**config.mk**
```make
export PLATFORM = sky130hd
export DESIGN_NAME = meas_frame_tx
export DESIGN_NICKNAME = d
export VERILOG_FILES = /design/src/rtl/meas_frame_pkg.sv /design/src/rtl/meas_frame_tx_sat_counter.sv /design/src/rtl/meas_frame_tx.sv
export SDC_FILE = /design/constraint.sdc
export NUM_CORES = 2
export LEC_CHECK = 0
export CORE_MARGIN = 8
export CORE_UTILIZATION = 35
export DETAILED_ROUTE_END_ITERATION = 6
export PLACE_DENSITY = 0.64
export SYNTH_ARGS = -nofsm -noshare
export SYNTH_HDL_FRONTEND = slang
export SYNTH_HIERARCHICAL = 1
export SYNTH_SLANG_ARGS = --single-unit
```
**constraint.sdc**
```tcl
create_clock -name clk -period 61.1 [get_ports clk]
set_clock_uncertainty 0.1 [all_clocks]
set_input_delay 9.165 -clock clk [delete_from_list [all_inputs] [get_ports clk]]
set_output_delay 9.165 -clock clk [all_outputs]
set_load 0.1 [all_outputs]
```
**src/rtl/meas_frame_pkg.sv**
```systemverilog
// Shared constants for the measurement frame transmitter: header magic,
// default channel count, FSM state encoding and channel slot indices.
package meas_frame_pkg;

    localparam int          N_CH_DEF = 27;
    localparam logic [15:0] MAGIC    = 16'hA5C3;

    typedef enum logic [1:0] {
        IDLE = 2'd0,
        HDR  = 2'd1,
        PAY  = 2'd2
    } state_t;

    // Payload slot of each channel within a frame (word 0 follows the header)
    localparam int CH_ADC_SHEAR1   = 0;
    localparam int CH_ADC_SHEAR2   = 1;
    localparam int CH_ADC_SHEAR3   = 2;
    localparam int CH_ADC_SHEAR4   = 3;
    localparam int CH_ADC_POINT1   = 4;
    localparam int CH_ADC_POINT2   = 5;
    localparam int CH_ADC_POINT3   = 6;
    localparam int CH_ADC_POINT4   = 7;
    localparam int CH_ADC_SINE_REF = 8;
    localparam int CH_ADC_OPD_REF  = 9;
    localparam int CH_ADC_SCI_NULL = 10;
    localparam int CH_ADC_SCI_MOD  = 11;
    localparam int CH_OPD_X        = 12;
    localparam int CH_OPD_Y        = 13;
    localparam int CH_SHEAR_X1     = 14;
    localparam int CH_SHEAR_X2     = 15;
    localparam int CH_SHEAR_Y1     = 16;
    localparam int CH_SHEAR_Y2     = 17;
    localparam int CH_SHEAR_I1     = 18;
    localparam int CH_SHEAR_I2     = 19;
    localparam int CH_POINT_X1     = 20;
    localparam int CH_POINT_X2     = 21;
    localparam int CH_POINT_Y1     = 22;
    localparam int CH_POINT_Y2     = 23;
    localparam int CH_POINT_I1     = 24;
    localparam int CH_POINT_I2     = 25;
    localparam int CH_COUNTER      = 26;

endpackage

```
**src/rtl/meas_frame_tx_sat_counter.sv**
```systemverilog
// Saturating up-counter: increments on inc, sticks at all-ones.
module sat_counter #(
    parameter int WIDTH = 16
) (
    input  logic             clk,
    input  logic             rst,
    input  logic             inc,
    output logic [WIDTH-1:0] count
);

    localparam logic [WIDTH-1:0] ONE = WIDTH'(1);

    always_ff @(posedge clk or posedge rst) begin
        if (rst) begin
            count <= '0;
        end else if (inc && (count != '1)) begin
            count <= count + ONE;
        end
    end

endmodule

```
**src/rtl/meas_frame_tx.sv**
```systemverilog
// Snapshots the measurement bus on each sample strobe and streams it out as
// one framed burst: {MAGIC, seq} header followed by N_CH 32-bit channel words.
module meas_frame_tx
    import meas_frame_pkg::*;
#(
    parameter int N_CH = N_CH_DEF
) (
    input  logic              clk,
    input  logic              rst,
    input  logic              enable_i,
    input  logic              sample_valid_i,
    input  logic [N_CH*32-1:0] ch_i,
    output logic [31:0]       m_tdata_o,
    output logic              m_tvalid_o,
    input  logic              m_tready_i,
    output logic              m_tlast_o,
    output logic              busy_o,
    output logic [15:0]       seq_o,
    output logic [15:0]       dropped_o
);

    localparam int              IDX_W    = (N_CH > 1) ? $clog2(N_CH) : 1;
    localparam logic [IDX_W-1:0] LAST_IDX = IDX_W'(N_CH - 1);
    localparam logic [IDX_W-1:0] IDX_ONE  = IDX_W'(1);

    state_t           state;
    logic [IDX_W-1:0] idx;
    logic [31:0]      snap [N_CH];

    logic             hs;
    logic             last_hs;
    logic             strobe_en;
    logic             accept;
    logic [15:0]      seq_nxt;
    logic [IDX_W-1:0] idx_nxt;

    assign hs        = m_tvalid_o && m_tready_i;
    assign last_hs   = hs && (state == PAY) && m_tlast_o;
    assign strobe_en = sample_valid_i && enable_i;
    // A new frame may start in the very cycle the previous one hands off its last word
    assign accept    = strobe_en && ((state == IDLE) || last_hs);
    assign seq_nxt   = seq_o + 16'd1;
    assign idx_nxt   = idx + IDX_ONE;

    always_ff @(posedge clk or posedge rst) begin
        if (rst) begin
            state      <= IDLE;
            idx        <= '0;
            seq_o      <= '0;
            m_tdata_o  <= '0;
            m_tvalid_o <= 1'b0;
            m_tlast_o  <= 1'b0;
            busy_o     <= 1'b0;
            for (int k = 0; k < N_CH; k++) snap[k] <= '0;
        end else begin
            if (accept) begin
                for (int k = 0; k < N_CH; k++) snap[k] <= ch_i[32*k +: 32];
            end
            if (last_hs) begin
                seq_o <= seq_nxt;
            end

            if (accept) begin
                state      <= HDR;
                idx        <= '0;
                m_tdata_o  <= {MAGIC, (last_hs ? seq_nxt : seq_o)};
                m_tvalid_o <= 1'b1;
                m_tlast_o  <= 1'b0;
                busy_o     <= 1'b1;
            end else if (hs) begin
                case (state)
                    HDR: begin
                        state     <= PAY;
                        idx       <= '0;
                        m_tdata_o <= snap[0];
                        m_tlast_o <= (N_CH == 1);
                    end
                    PAY: begin
                        if (m_tlast_o) begin
                            state      <= IDLE;
                            m_tvalid_o <= 1'b0;
                            m_tlast_o  <= 1'b0;
                            busy_o     <= 1'b0;
                        end else begin
                            idx       <= idx_nxt;
                            m_tdata_o <= snap[idx_nxt];
                            m_tlast_o <= (idx_nxt == LAST_IDX);
                        end
                    end
                    default: begin
                        state      <= IDLE;
                        m_tvalid_o <= 1'b0;
                        m_tlast_o  <= 1'b0;
                        busy_o     <= 1'b0;
                    end
                endcase
            end
        end
    end

    sat_counter #(
        .WIDTH(16)
    ) u_dropped (
        .clk  (clk),
        .rst  (rst),
        .inc  (strobe_en && !accept),
        .count(dropped_o)
    );

endmodule
```
# After elaboration in Yosys (flattened, before gate mapping)
# Cells that the tools add are included.
[word_totals]
output_inout_bits = 67
register_bits = 937
in_bits = 869
[op_classes]
magnitude_cmp = 1
muxes = 24
add_sub_neg = 3
n_reduce_logical = 15
bitwise_logic = 1
n_eq_ne = 7
[ops]
columns = ["op", "n"]
rows = [
  ["32-bit binary-select mux with 5-bit select", 1],
  ["32-bit 2-to-1 mux", 5],
  ["32-bit case mux with 2 select lines", 1],
  ["16-bit by 1-bit adder with 16-bit output, second input constant", 2],
  ["16-bit 2-to-1 mux", 1],
  ["16-bit inequality test, second input constant", 1],
  ["5-bit 2-to-1 mux", 3],
  ["5-bit case mux with 2 select lines", 1],
  ["1-bit logical AND", 7],
  ["1-bit 2-to-1 mux", 7],
  ["6-bit greater-or-equal comparator, second input constant", 1],
  ["2-bit 2-to-1 mux", 3],
  ["3-bit inequality test, second input constant", 2],
  ["5-bit NOT with 6-bit output", 1],
  ["3-bit AND reduction", 2],
  ["5-bit by 1-bit adder with 5-bit output, second input constant", 1],
  ["5-bit equality test, second input constant", 1],
  ["2-bit case mux with 2 select lines", 1],
  ["3-bit nonzero test", 1],
  ["2-bit by 1-bit equality test with 1-bit output, second input constant", 1],
  ["2-bit equality test, second input constant", 1],
  ["2-bit logical NOT", 1],
  ["2-bit inequality test, second input constant", 1],
  ["1-bit case mux with 2 select lines", 1],
  ["4 further kinds", 4],
]

# Depth between registers and ports, before layout
[logic_depth]
word_depth = 9
ltp_mapped = 11
ltp_nobuf = 8

# Modules after synthesis
# The synthesis kept the hierarchy.
[by_module_without_submodules]
columns = ["mod", "area_each_um2", "cells_each", "instances", "seq_area_each_um2"]
rows = [
  ["meas_frame_tx", 41850.1, 4490, 1, 23047.1],
  ["sat_counter", 805.8, 71, 1, 400.4],
]

# Least setup slack after synthesis
# No wires, ideal clock.
[synth_path]
path_kind = "input -> register"
start = "input m_tready_i"
end = "register m_tdata_o[15]"
t_required_ns = 60.873
stages = 6
setup_ns = 0.127
arrival_ns = 10.670
path_slack_ns = 50.204
cell_sequence = "nand3_1 nor3_1 and2_1 nand3_1 xnor2_1 a221o_1"
[synth_via]
elab_chain_len = 7
[synth_lines]
columns = ["item", "line_no", "rtl"]
rows = [
  ["start: declaration", "meas_frame_tx.sv:15", "input logic m_tready_i,"],
  ["1-bit logical AND *", "meas_frame_tx.sv:37", "assign hs = m_tvalid_o && m_tready_i;"],
  ["1-bit logical AND (2 in a row)", "meas_frame_tx.sv:38", "assign last_hs = hs && (state == PAY) && m_tlast_o;"],
  ["1-bit logical OR", "meas_frame_tx.sv:41", "assign accept = strobe_en && ((state == IDLE) || last_hs);"],
  ["1-bit logical AND", "meas_frame_tx.sv:41", ""],
  ["3-bit inequality test (no source line), or another cell as far along", "-", ""],
  ["3-bit AND reduction (no source line)", "-", ""],
  ["end signal: assignment", "meas_frame_tx.sv:66", "m_tdata_o <= {MAGIC, (last_hs ? seq_nxt : seq_o)};"],
  ["end signal: assignment", "meas_frame_tx.sv:75", "m_tdata_o <= snap[0];"],
  ["end signal: assignment", "meas_frame_tx.sv:86", "m_tdata_o <= snap[idx_nxt];"],
  ["end: declaration", "meas_frame_tx.sv:13", "output logic [31:0] m_tdata_o,"],
]
# Every way passes the cells marked *; elsewhere a longest branch is shown, timed or not.
# A chain may end at the register's enable or synchronous reset.

==> flow_summary_export.csv <==
group,metric,value,unit
hold_path,hp-class,"register to register",
worst_setup_path,path_max_fanout,178,
hold_path,hold_path.startpoint,"snap[802]$_DFFE_PP0P_",
clock_network,postCtsSetupBuffers,0,
grt,gr-total-overflow,0,
sta,fmax,75.9,MHz
synth,avgSynthCellArea,9.35,µm²
floorplanning,initial_utilization,0.351,
clock_network,clock_sinks,937,
worst_setup_path,worst-setup-path-type,"input pin to async pin",
placed_design,gp_congestion,0.904,
worst_setup_path,endpoint_kind,"async pin",
worst_setup_path,crit_required,61.66,ns
clock_network,clkTransAtPathRegs,0.06,ns
sta,setup_violations,0,
clock_network,htreeDepth,3,
synth,synthArstFlopShare,1.00,
floorplanning,fp-row-count,128,
grt,grt_pass1_wl,255000,µm
sta,fin_ws,47.92,ns
synth,ys_seq_area_frac,0.550,
clock_network,cts.repair.resized,0,
clock_network,cts_buffer_depth,3,
layout,drive_gt1_frac,0.0906,
power,total_power,2.86,mW
synth,synthesis.area,42700,µm²
floorplanning,fp.dieH,365,µm
power,p_leak,27.2,nW
grt,grt_max_degree,221,
sta,tightest_slew,1.23,ns
floorplanning,die_w,365,µm
clock_network,cts_tree,"built",
routing,first_pass_iters,6,
worst_setup_path,startpoint_type,"input pin",
routing,ant_nets,0,
layout,regArea,23500,µm²
placed_design,dp_hpwl,133000,µm
sta,fin_crit_sh,0.216,
floorplanning,pin_count,936,
grt,grt_use_total,0.260,
layout,fin_nets,6238,
layout,n_fill_cell,11415,
sta,slew_headroom,0.178,
clock_network,cts_buffers,105,
sta,finalSetupTns,0,ns
routing,wirelength,180000,µm
power,power_density,50.1,nW/µm²
synth,ys_types,63,
synth,syn_inst,4561,
routing,drt_iter0_drc,3641,
placed_design,place_ws,46.93,ns
clock_network,ctsHoldBuffers,0,
run_status,status,"finished, final reports clean",
synth,synth_edf_count,0,
synth,ys_seq_elements,937,
synth,synth_ff_type,"dfrtp_1",
sta,rsz0062_at_grt,"no",
placed_design,dp_cells,6883,
grt,grt_pass1_vias,36471,
worst_setup_path,crit_arrival,13.73,ns
sta,maxSlewViolCount,0,
job,cap_viol_max_count,0,
routing,detail_route.wl_per_cell,25.3,µm
placed_design,port-buffer-count,935,
layout,final_cells,7132,
layout,areaGrowthSynthToFinish,33.9,%
power,ir_drop,41.3,µV
clock_network,clk_root_buffer_cell,"clkbuf_16",
layout,multi_input_area,17900,µm²
floorplanning,core_area,121000,µm²
floorplanning,dieArea,133000,µm²
routing,avgViaCountPerCell,5.08,
worst_setup_path,cp-startpoint,"rst",
worst_setup_path,reg2reg_from,"idx[0]$_DFFE_PP0P_",
sta,min_period,13.18,ns
synth,syn_nets,5434,
grt,antenna_found_initial,72,
sta,hold_viol,0,
synth,yosys_warnings,6,
routing,num_vias,36215,
routing,drcViolationCount,0,
clock_network,clock_latency,0.69,ns
path summary, 6_finish.rpt:
kind	to	depth (start not counted)	slack, ns
worst max-delay path	snap[809]$_DFFE_PP0P_	6	47.92
worst min-delay path	snap[802]$_DFFE_PP0P_	2	0.37
worst max register to register	m_tdata_o[28]$_DFFE_PP0P_	9	55.21
worst min register to register	snap[802]$_DFFE_PP0P_	2	0.37
max in group clk	snap[654]$_DFFE_PP0P_	7	48.39
min in group asynchronous	m_tdata_o[18]$_DFFE_PP0P_	2	8.98
state kept, by name, indices dropped and copies added, names as in the netlist:
| signal | count |
|---|---|
| busy_o | 1 |
| state | 2 |
| m_tdata_o | 32 |
| snap | 864 |
| u_dropped/count | 16 |
| seq_o | 16 |
| m_tlast_o | 1 |
| idx | 5 |
layer usage:
layer  routed length [µm]  vias to the layer above  track usage
met3                12900                      293       0.0575
li1                     -                    16366            -
met4                 7690                       14        0.116
met2                85300                     1410        0.409
met1                74200                    18132        0.345
met5                   96                        -            0
cells in the final DEF (no fill, tap or decap), types with 8 or more instances in the layout:
cell,netlist,layout
bufinv_16,0,14
clkbuf_8,0,18
a22o_1,26,26
nand4_1,8,8
clkdlybuf4s50_1,0,929
a22oi_1,9,9
nor2_1,26,25
xnor2_1,25,23
clkinv_2,0,29
a31oi_1,19,19
mux4_2,194,194
a21oi_1,65,65
mux2_2,36,36
dfrtp_1,937,936
clkbuf_16,0,106
mux2i_1,48,48
o22ai_1,11,11
nand2_1,2687,2687
diode_2,0,52
a221oi_1,16,16
o21ai_0,32,31
nand3_1,29,28
clkbuf_1,131,14
nor3_1,12,12
buf_4,15,49
cell families (layout without fill, tap and decap cells):
group                    Yosys count  count (layout)  synth area share
buffers and inverters            295            1189            0.0317
other                              0              52                 0
multiplexers                     282             282             0.126
XOR/XNOR                          31              31           0.00716
adder cells (fa/ha/maj)            4               4           0.00117
AND/OR/NAND/NOR                 2802            2802             0.252
flip-flops                       937             937             0.550
AO/OA/AOI/OAI                    210             210            0.0326
worst max-delay path: stages:
cell             delay, ns
clkdlybuf4s50_1       0.54
inv_8                 0.56
buf_12                0.63
buf_4                 0.75
buf_4                 0.75
buf_4                 0.87
synthesized netlist by cell type (7+ instances only):
| library cell | n | area, µm² |
|---|---|---|
| a21oi_1 | 65 | 325 |
| a221oi_1 | 16 | 140 |
| a22o_1 | 26 | 228 |
| a22oi_1 | 9 | 67.6 |
| a31oi_1 | 19 | 119 |
| and3_1 | 7 | 43.8 |
| buf_1 | 9 | 33.8 |
| buf_2 | 128 | 641 |
| buf_4 | 15 | 113 |
| clkbuf_1 | 131 | 492 |
| dfrtp_1 | 937 | 23400 |
| inv_1 | 8 | 30.0 |
| mux2_2 | 36 | 405 |
| mux2i_1 | 48 | 480 |
| mux4_2 | 194 | 4370 |
| nand2_1 | 2687 | 10100 |
| nand3_1 | 29 | 145 |
| nand4_1 | 8 | 50.1 |
| nor2_1 | 26 | 97.6 |
| nor3_1 | 12 | 60.1 |
| o21ai_0 | 32 | 160 |
| o22ai_1 | 11 | 68.8 |
| or3_1 | 7 | 43.8 |
| xnor2_1 | 25 | 219 |
metrics by stage:
step	instance area (µm²)	util	hold WS (ns)
after floorplan	42700	-	0.337
after global placement	53300	0.439	0.352
after detailed placement	53300	0.439	0.357
after CTS	57000	0.469	0.371
after global routing	57100	0.470	0.381
final	57100	0.470	0.370
where the power goes:
| part | switching (mW) | leakage, nW | internal (mW) |
|---|---|---|---|
| registers | 0.203 | 11.7 | 0.928 |
| logic | 0.619 | 13.7 | 0.430 |
| clock network | 0.277 | 1.84 | 0.402 |
| total | 1.10 | 27.2 | 1.76 |
cell type report:
| type | instances | share of cell area |
|---|---|---|
| antenna | 52 | 0.00228 |
| sequential | 937 | 0.411 |
| clock inverter | 59 | 0.0134 |
| multi-input combinational | 3329 | 0.314 |
| clock buffer | 138 | 0.0517 |
| inverter | 8 | 0.000657 |
| timing repair buffer | 984 | 0.171 |
| tap | 1625 | 0.0356 |
Note: power is estimated with default switching activity, not from simulation.
